## src/rtl/dac_pkg.sv

```systemverilog
// Shared types and constants for the DAC sample scheduler.
package dac_pkg;

    typedef enum logic [1:0] {
        IDLE  = 2'd0,
        START = 2'd1,
        WAIT  = 2'd2
    } state_e;

    localparam int unsigned DAC_DATA_W = 8;
    localparam int unsigned MISS_W     = 8;
    localparam logic [MISS_W-1:0] MISS_MAX = 8'hFF;

endpackage

```

## src/rtl/rr_arbiter.sv

```systemverilog
// Combinational round-robin arbiter: picks the first requester after ptr, wrapping upward.
module rr_arbiter #(
    parameter int unsigned NUM_REQ = 2
) (
    input  logic [NUM_REQ-1:0]         req,
    input  logic [$clog2(NUM_REQ)-1:0] ptr,
    output logic [NUM_REQ-1:0]         grant,
    output logic [$clog2(NUM_REQ)-1:0] idx,
    output logic                       any_grant
);

    localparam int unsigned IDX_W = $clog2(NUM_REQ);

    logic [31:0] cand;

    always_comb begin
        grant     = '0;
        idx       = '0;
        any_grant = 1'b0;
        cand      = '0;
        for (int unsigned i = 1; i <= NUM_REQ; i++) begin
            cand = 32'(ptr) + i;
            if (cand >= NUM_REQ) begin
                cand = cand - NUM_REQ;
            end
            if (!any_grant && req[IDX_W'(cand)]) begin
                any_grant             = 1'b1;
                idx                   = IDX_W'(cand);
                grant[IDX_W'(cand)]   = 1'b1;
            end
        end
    end

endmodule

```

## src/rtl/dac_sample_scheduler.sv

```systemverilog
// Paces a shared serial DAC: one round-robin grant per update slot, then start/done handshake.
// Optional driver-timeout abort is built when DAC_SCHED_TIMEOUT_EN is defined.
module dac_sample_scheduler
    import dac_pkg::*;
#(
    parameter int unsigned NUM_REQ       = 2,
    parameter int unsigned DATA_W        = DAC_DATA_W,
    parameter int unsigned UPDATE_PERIOD = 256
`ifdef DAC_SCHED_TIMEOUT_EN
    ,
    parameter int unsigned TIMEOUT_CYC   = 64
`endif
) (
    input  logic                        clk_50M,
    input  logic                        locked,
    input  logic [NUM_REQ-1:0]          req_valid,
    input  logic [NUM_REQ*DATA_W-1:0]   req_data,
    output logic [NUM_REQ-1:0]          req_ready,
    output logic                        dac_start,
    output logic [DATA_W-1:0]           dac_data,
    input  logic                        dac_done,
    output logic [$clog2(NUM_REQ)-1:0]  grant_id,
    output logic                        busy,
    output logic [MISS_W-1:0]           miss_cnt,
    output logic                        timeout_err
);

    localparam int unsigned IDX_W  = $clog2(NUM_REQ);
    localparam int unsigned PCNT_W = $clog2(UPDATE_PERIOD);

    state_e              state_q, state_d;
    logic [PCNT_W-1:0]   period_cnt_q;
    logic                slot_open_q;
    logic [IDX_W-1:0]    rr_ptr_q;
    logic [DATA_W-1:0]   dac_data_q;
    logic [IDX_W-1:0]    grant_id_q;
    logic                dac_start_q;
    logic                busy_q;
    logic [MISS_W-1:0]   miss_q;

    logic [NUM_REQ-1:0]  grant_oh_c;
    logic [IDX_W-1:0]    grant_idx_c;
    logic                any_grant_c;
    logic                accept_c;
    logic                tick_c;
    logic                wait_expired_c;
    logic [DATA_W-1:0]   win_data_c;

    rr_arbiter #(.NUM_REQ(NUM_REQ)) u_arb (
        .req       (req_valid),
        .ptr       (rr_ptr_q),
        .grant     (grant_oh_c),
        .idx       (grant_idx_c),
        .any_grant (any_grant_c)
    );

    assign tick_c    = (period_cnt_q == PCNT_W'(UPDATE_PERIOD - 1));
    assign accept_c  = (state_q == IDLE) && slot_open_q && any_grant_c;
    assign req_ready = accept_c ? grant_oh_c : '0;

    always_comb begin
        win_data_c = '0;
        for (int unsigned i = 0; i < NUM_REQ; i++) begin
            if (grant_oh_c[i]) begin
                win_data_c = req_data[i*DATA_W +: DATA_W];
            end
        end
    end

    // Next-state logic; a done pulse takes priority over a timeout abort.
    always_comb begin
        state_d = state_q;
        unique case (state_q)
            IDLE:    if (accept_c) state_d = START;
            START:   state_d = WAIT;
            WAIT:    if (dac_done || wait_expired_c) state_d = IDLE;
            default: state_d = IDLE;
        endcase
    end

    always_ff @(posedge clk_50M or negedge locked) begin
        if (!locked) begin
            state_q      <= IDLE;
            period_cnt_q <= '0;
            slot_open_q  <= 1'b0;
            rr_ptr_q     <= IDX_W'(NUM_REQ - 1);
            dac_data_q   <= '0;
            grant_id_q   <= '0;
            dac_start_q  <= 1'b0;
            busy_q       <= 1'b0;
            miss_q       <= '0;
        end else begin
            state_q      <= state_d;
            period_cnt_q <= tick_c ? '0 : period_cnt_q + PCNT_W'(1);
            dac_start_q  <= (state_d == START);
            busy_q       <= (state_d == START) || (state_d == WAIT);
            // A tick coinciding with an accept opens a fresh slot.
            if (tick_c) begin
                slot_open_q <= 1'b1;
            end else if (accept_c) begin
                slot_open_q <= 1'b0;
            end
            if (tick_c && slot_open_q && !accept_c && (miss_q != MISS_MAX)) begin
                miss_q <= miss_q + MISS_W'(1);
            end
            if (accept_c) begin
                dac_data_q <= win_data_c;
                grant_id_q <= grant_idx_c;
                rr_ptr_q   <= grant_idx_c;
            end
        end
    end

`ifdef DAC_SCHED_TIMEOUT_EN
    localparam int unsigned TO_W = (TIMEOUT_CYC > 2) ? $clog2(TIMEOUT_CYC) : 1;

    logic [TO_W-1:0] wait_cnt_q;
    logic            timeout_err_q;

    assign wait_expired_c = (wait_cnt_q == TO_W'(TIMEOUT_CYC - 1));

    always_ff @(posedge clk_50M or negedge locked) begin
        if (!locked) begin
            wait_cnt_q    <= '0;
            timeout_err_q <= 1'b0;
        end else begin
            wait_cnt_q <= ((state_q == WAIT) && (state_d == WAIT)) ? wait_cnt_q + TO_W'(1) : '0;
            if ((state_q == WAIT) && !dac_done && wait_expired_c) begin
                timeout_err_q <= 1'b1;
            end
        end
    end

    assign timeout_err = timeout_err_q;
`else
    assign wait_expired_c = 1'b0;
    assign timeout_err    = 1'b0;
`endif

    assign dac_start = dac_start_q;
    assign dac_data  = dac_data_q;
    assign grant_id  = grant_id_q;
    assign busy      = busy_q;
    assign miss_cnt  = miss_q;

endmodule

```

## config.mk

```make
export PLATFORM = sky130hd
export DESIGN_NAME = dac_sample_scheduler
export DESIGN_NICKNAME = d
export VERILOG_FILES = /design/src/rtl/dac_pkg.sv /design/src/rtl/rr_arbiter.sv /design/src/rtl/dac_sample_scheduler.sv
export SDC_FILE = /design/constraint.sdc
export NUM_CORES = 1
export LEC_CHECK = 0
export ABC_AREA = 1
export CAP_MARGIN = 5
export CELL_PAD_IN_SITES_DETAIL_PLACEMENT = 1
export CELL_PAD_IN_SITES_GLOBAL_PLACEMENT = 1
export CORE_ASPECT_RATIO = 1.4
export CORE_MARGIN = 5
export CORE_UTILIZATION = 38
export DETAILED_ROUTE_END_ITERATION = 12
export PLACE_DENSITY = 0.91
export SETUP_SLACK_MARGIN = 0.1
export SLEW_MARGIN = 20
export SYNTH_ARGS = -nofsm -noshare
export SYNTH_HDL_FRONTEND = slang
export SYNTH_SLANG_ARGS = --single-unit
```

## constraint.sdc

```tcl
create_clock -name clk_50M -period 2.5 [get_ports clk_50M]
set_input_delay 0.75 -clock clk_50M [delete_from_list [all_inputs] [get_ports clk_50M]]
set_output_delay 0.75 -clock clk_50M [all_outputs]
set_load 0.03 [all_outputs]
```

==> summary.txt <==
Outcome
  • Outcome: complete, no violations

Global route
  • Largest net degree at the start of global routing: 32
  • Global route overflow: 0
  • Vias in the first global route: 1515
  • Overall routing resource usage: 17.1%
  • First-pass GRT wire length: 7.28 mm
  • Antenna violations before repair: 0

Place
  • GP Congestion: 0.760
  • IO buf count: 41
  • Post-DP HPWL: 3.21 mm
  • Pre-CTS setup slack: -0.0677 ns
  • Dpl cell area: 2070 um^2

Layout
  • Post-layout instance area: 2180 um^2
  • Share of cells above drive strength 1: 16.4%
  • Area Overhead vs Synth: 38.3%
  • Ant. Diodes: 0
  • Fill cell count: 469
  • Nets@finish: 255
  • Final Core Density: 54.7%

Min path
  • WHS Endpoint: period_cnt_q[0]
  • Hold Path Origin: period_cnt_q[0]
  • HP Class: flop to flop
  • Hold Path Cell Cnt: 1

Worst setup path
  • Worst EP arrival: 1.56 ns
  • WS Path Type: input port to primary output
  • Worst setup SP type: input port
  • CP Data Required Time: 1.75 ns
  • R2R cell count: 7
  • Reg-to-reg setup timing slack: 0.99 ns
  • CP Capture Type: primary output
  • RR Endpoint: miss_cnt[4]
  • Worst-path maximum fanout: 3
  • Reg2reg start: miss_cnt[0]

CTS
  • Clk Latency, worst-skew pair: 0.29 ns
  • CTS tree: built
  • # Post-CTS Setup Buffers: 0
  • Clk slew on worst S/H paths: 0.06 ns
  • Cts bufs inserted: 5
  • Max H-tree Level: 2
  • Clock buffer depth: 2
  • Clock root cell: clkbuf_8
  • CTS Sinks: 31

Floorplanning
  • Num rows: 27
  • Initial Util: 39.5%
  • Die H: 86.2 um
  • Die area: 5550 um^2
  • Ports: 43
  • Core Region: 3990 um^2
  • Die span in x: 64.4 um

Routing
  • Iteration-0 DRC Markers: 61
  • DRT antenna net count: 0
  • DRC Markers: 0
  • WL final: 4.15 mm
  • Vias: 1369
  • Drt first pass iters: 4
  • Vias per inst: 4.98
  • WL/cell: 15.1 um

Timing
  • Post-route clock period utilization: 92.4%
  • Setup violators final: 0
  • Maximum clock rate: 0.433 GHz
  • Min Tclk post-route: 2.31 ns
  • Slew Limit Fails: 0
  • RSZ-0062 raised after global routing: no
  • Worst Clk Skew: 0.00549 ns
  • Hold Fails Final Rpt: 0
  • Final WS setup: 0.189 ns

Pwr
  • VDD IR max: 0.000381 V
  • Pint: 977 uW
  • Psw: 350 uW
  • Leakage: 0.00112 uW
  • Flop pwr share: 42.6%
  • Clock share of power: 38.4%
  • Switching share of power: 26.4%
  • PwrDens: 608 nW/um^2
  • Gate power share: 18.9%

Logic synthesis
  • Syn Inst Count: 179
  • #FFs+latches synth: 31
  • Synth Area per Inst: 8.81 um^2
  • Seq/Total Area, Yosys: 49.3%
  • Synth warnings: 0
  • Mapped Area: 1580 um^2
  • Netlist cell types: 27
  • Syn_nets: 203

Job
  • Max Cap Viol: 0
## cells by family after synthesis
logic type | after synthesis | synth area share (%)
AO/OA/AOI/OAI | 8 | 4.13
flip-flops | 31 | 49.3
adder cells (fa/ha/maj) | 3 | 2.38
buffers and inverters | 21 | 5.55
XOR/XNOR | 6 | 3.33
AND/OR/NAND/NOR | 109 | 35.1
other | 1 | 0.238
## cell type report
type / instances / area (um^2) / share of cell area (%)
clock buffer: 6 / 82.6 / 3.79
clock inverter: 2 / 35.0 / 1.61
inverter: 19 / 72.6 / 3.33
multi-input combinational: 127 / 712 / 32.6
sequential: 31 / 777 / 35.6
tap: 43 / 53.8 / 2.47
timing repair buffer: 47 / 448 / 20.5
## critical path, stage by stage
cell	delay (ns)
dlygate4sd2_1	0.26
inv_1	0.05
o21ai_1	0.16
inv_1	0.06
nor2_1	0.11
buf_4	0.17
## synth_stat cells
master,n,area [um^2]
nand2_1,54,203
dfrtp_1,30,751
nand3_1,30,150
inv_1,11,41.3
nor2_1,10,37.5
inv_2,6,22.5
ha_1,3,37.5
nand2_4,3,33.8
nor2_4,3,33.8
o21ai_0,3,15.0
xnor2_1,3,26.3
xor2_1,3,26.3
a21oi_1,2,10.0
buf_4,2,15.0
nand3_4,2,35.0
nand3b_1,2,15.0
nor2_2,2,12.5
a21boi_4,1,18.8
clkinv_1,1,3.75
clkinv_2,1,5.00
conb_1,1,3.75
dfstp_2,1,26.3
nand2_2,1,6.26
nand4_1,1,6.26
nor2_8,1,20.0
o21ai_1,1,5.00
o21ai_4,1,16.3
## flip-flops by register name, summed over array words and instances (netlist names)
name,count
period_cnt_q,8
dac_start,1
miss_cnt,8
state_q,2
busy,1
dac_data,8
rr_ptr_q,1
slot_open_q,1
grant_id,1
## power groups by stage
stage | clock (uW) | combinational, uW | sequential, uW
global route | 552 | 268 | 570
CTS | 528 | 255 | 565
finish | 510 | 251 | 565
global placement | 0 | 246 | 572
detailed placement | 0 | 255 | 575
floorplan | 0 | 48.6 | 640
## per-stage QoR
| step | TNS (ns) | hold WS, ns | total power, uW | std cells |
|---|---|---|---|---|
| after global routing | 0 | 0.492 | 1390 | 275 |
| after CTS | 0 | 0.474 | 1350 | 275 |
| after global placement | -0.0460 | 0.448 | 817 | 267 |
| after detailed placement | -0.0989 | 0.466 | 829 | 267 |
| after floorplan | 0 | 0.429 | 689 | 179 |
| final | 0 | 0.466 | 1330 | 275 |
## placed cells by master, fill, tap and decap left out, drive strengths merged, types with 5 or more instances in the layout
cell type,Yosys,layout
nand2,58,58
nor2,16,16
o21ai,5,5
dfrtp,30,30
buf,2,8
clkbuf,0,6
clkdlybuf4s50,0,37
nand3,32,32
inv,17,17
## how the worst max path moves through the flow
stage            startpoint      endpoint  slack [ns]  depth (start not counted)
6_report       req_valid[0]  req_ready[0]        0.19                          6
5_1_grt        req_valid[0]  req_ready[0]        0.13                          6
4_1_cts        req_valid[0]  req_ready[0]        0.19                          6
3_5_place_dp   req_valid[0]  req_ready[0]       -0.07                          6
3_3_place_gp   req_valid[0]  req_ready[0]       -0.05                          6
2_1_floorplan  req_valid[0]  req_ready[0]        0.12                          4
## layer usage
metal  share of wire, %  wire length (um)  global-route usage (%)
met2                 50              2080                    29.6
met1                 42              1740                    19.6
met4                2.6               106                    8.65
met3                5.5               227                    3.76
met5                  0                 0                       0
## repair_timing
item | 4_1_cts | 5_1_grt
hold buffers | 0 | 0
endpoints found under the hold margin | 0 | 0
gates resized for setup | 2 | 0
setup endpoints to repair | 2 | 0
Note: power is estimated with default switching activity, not from simulation.
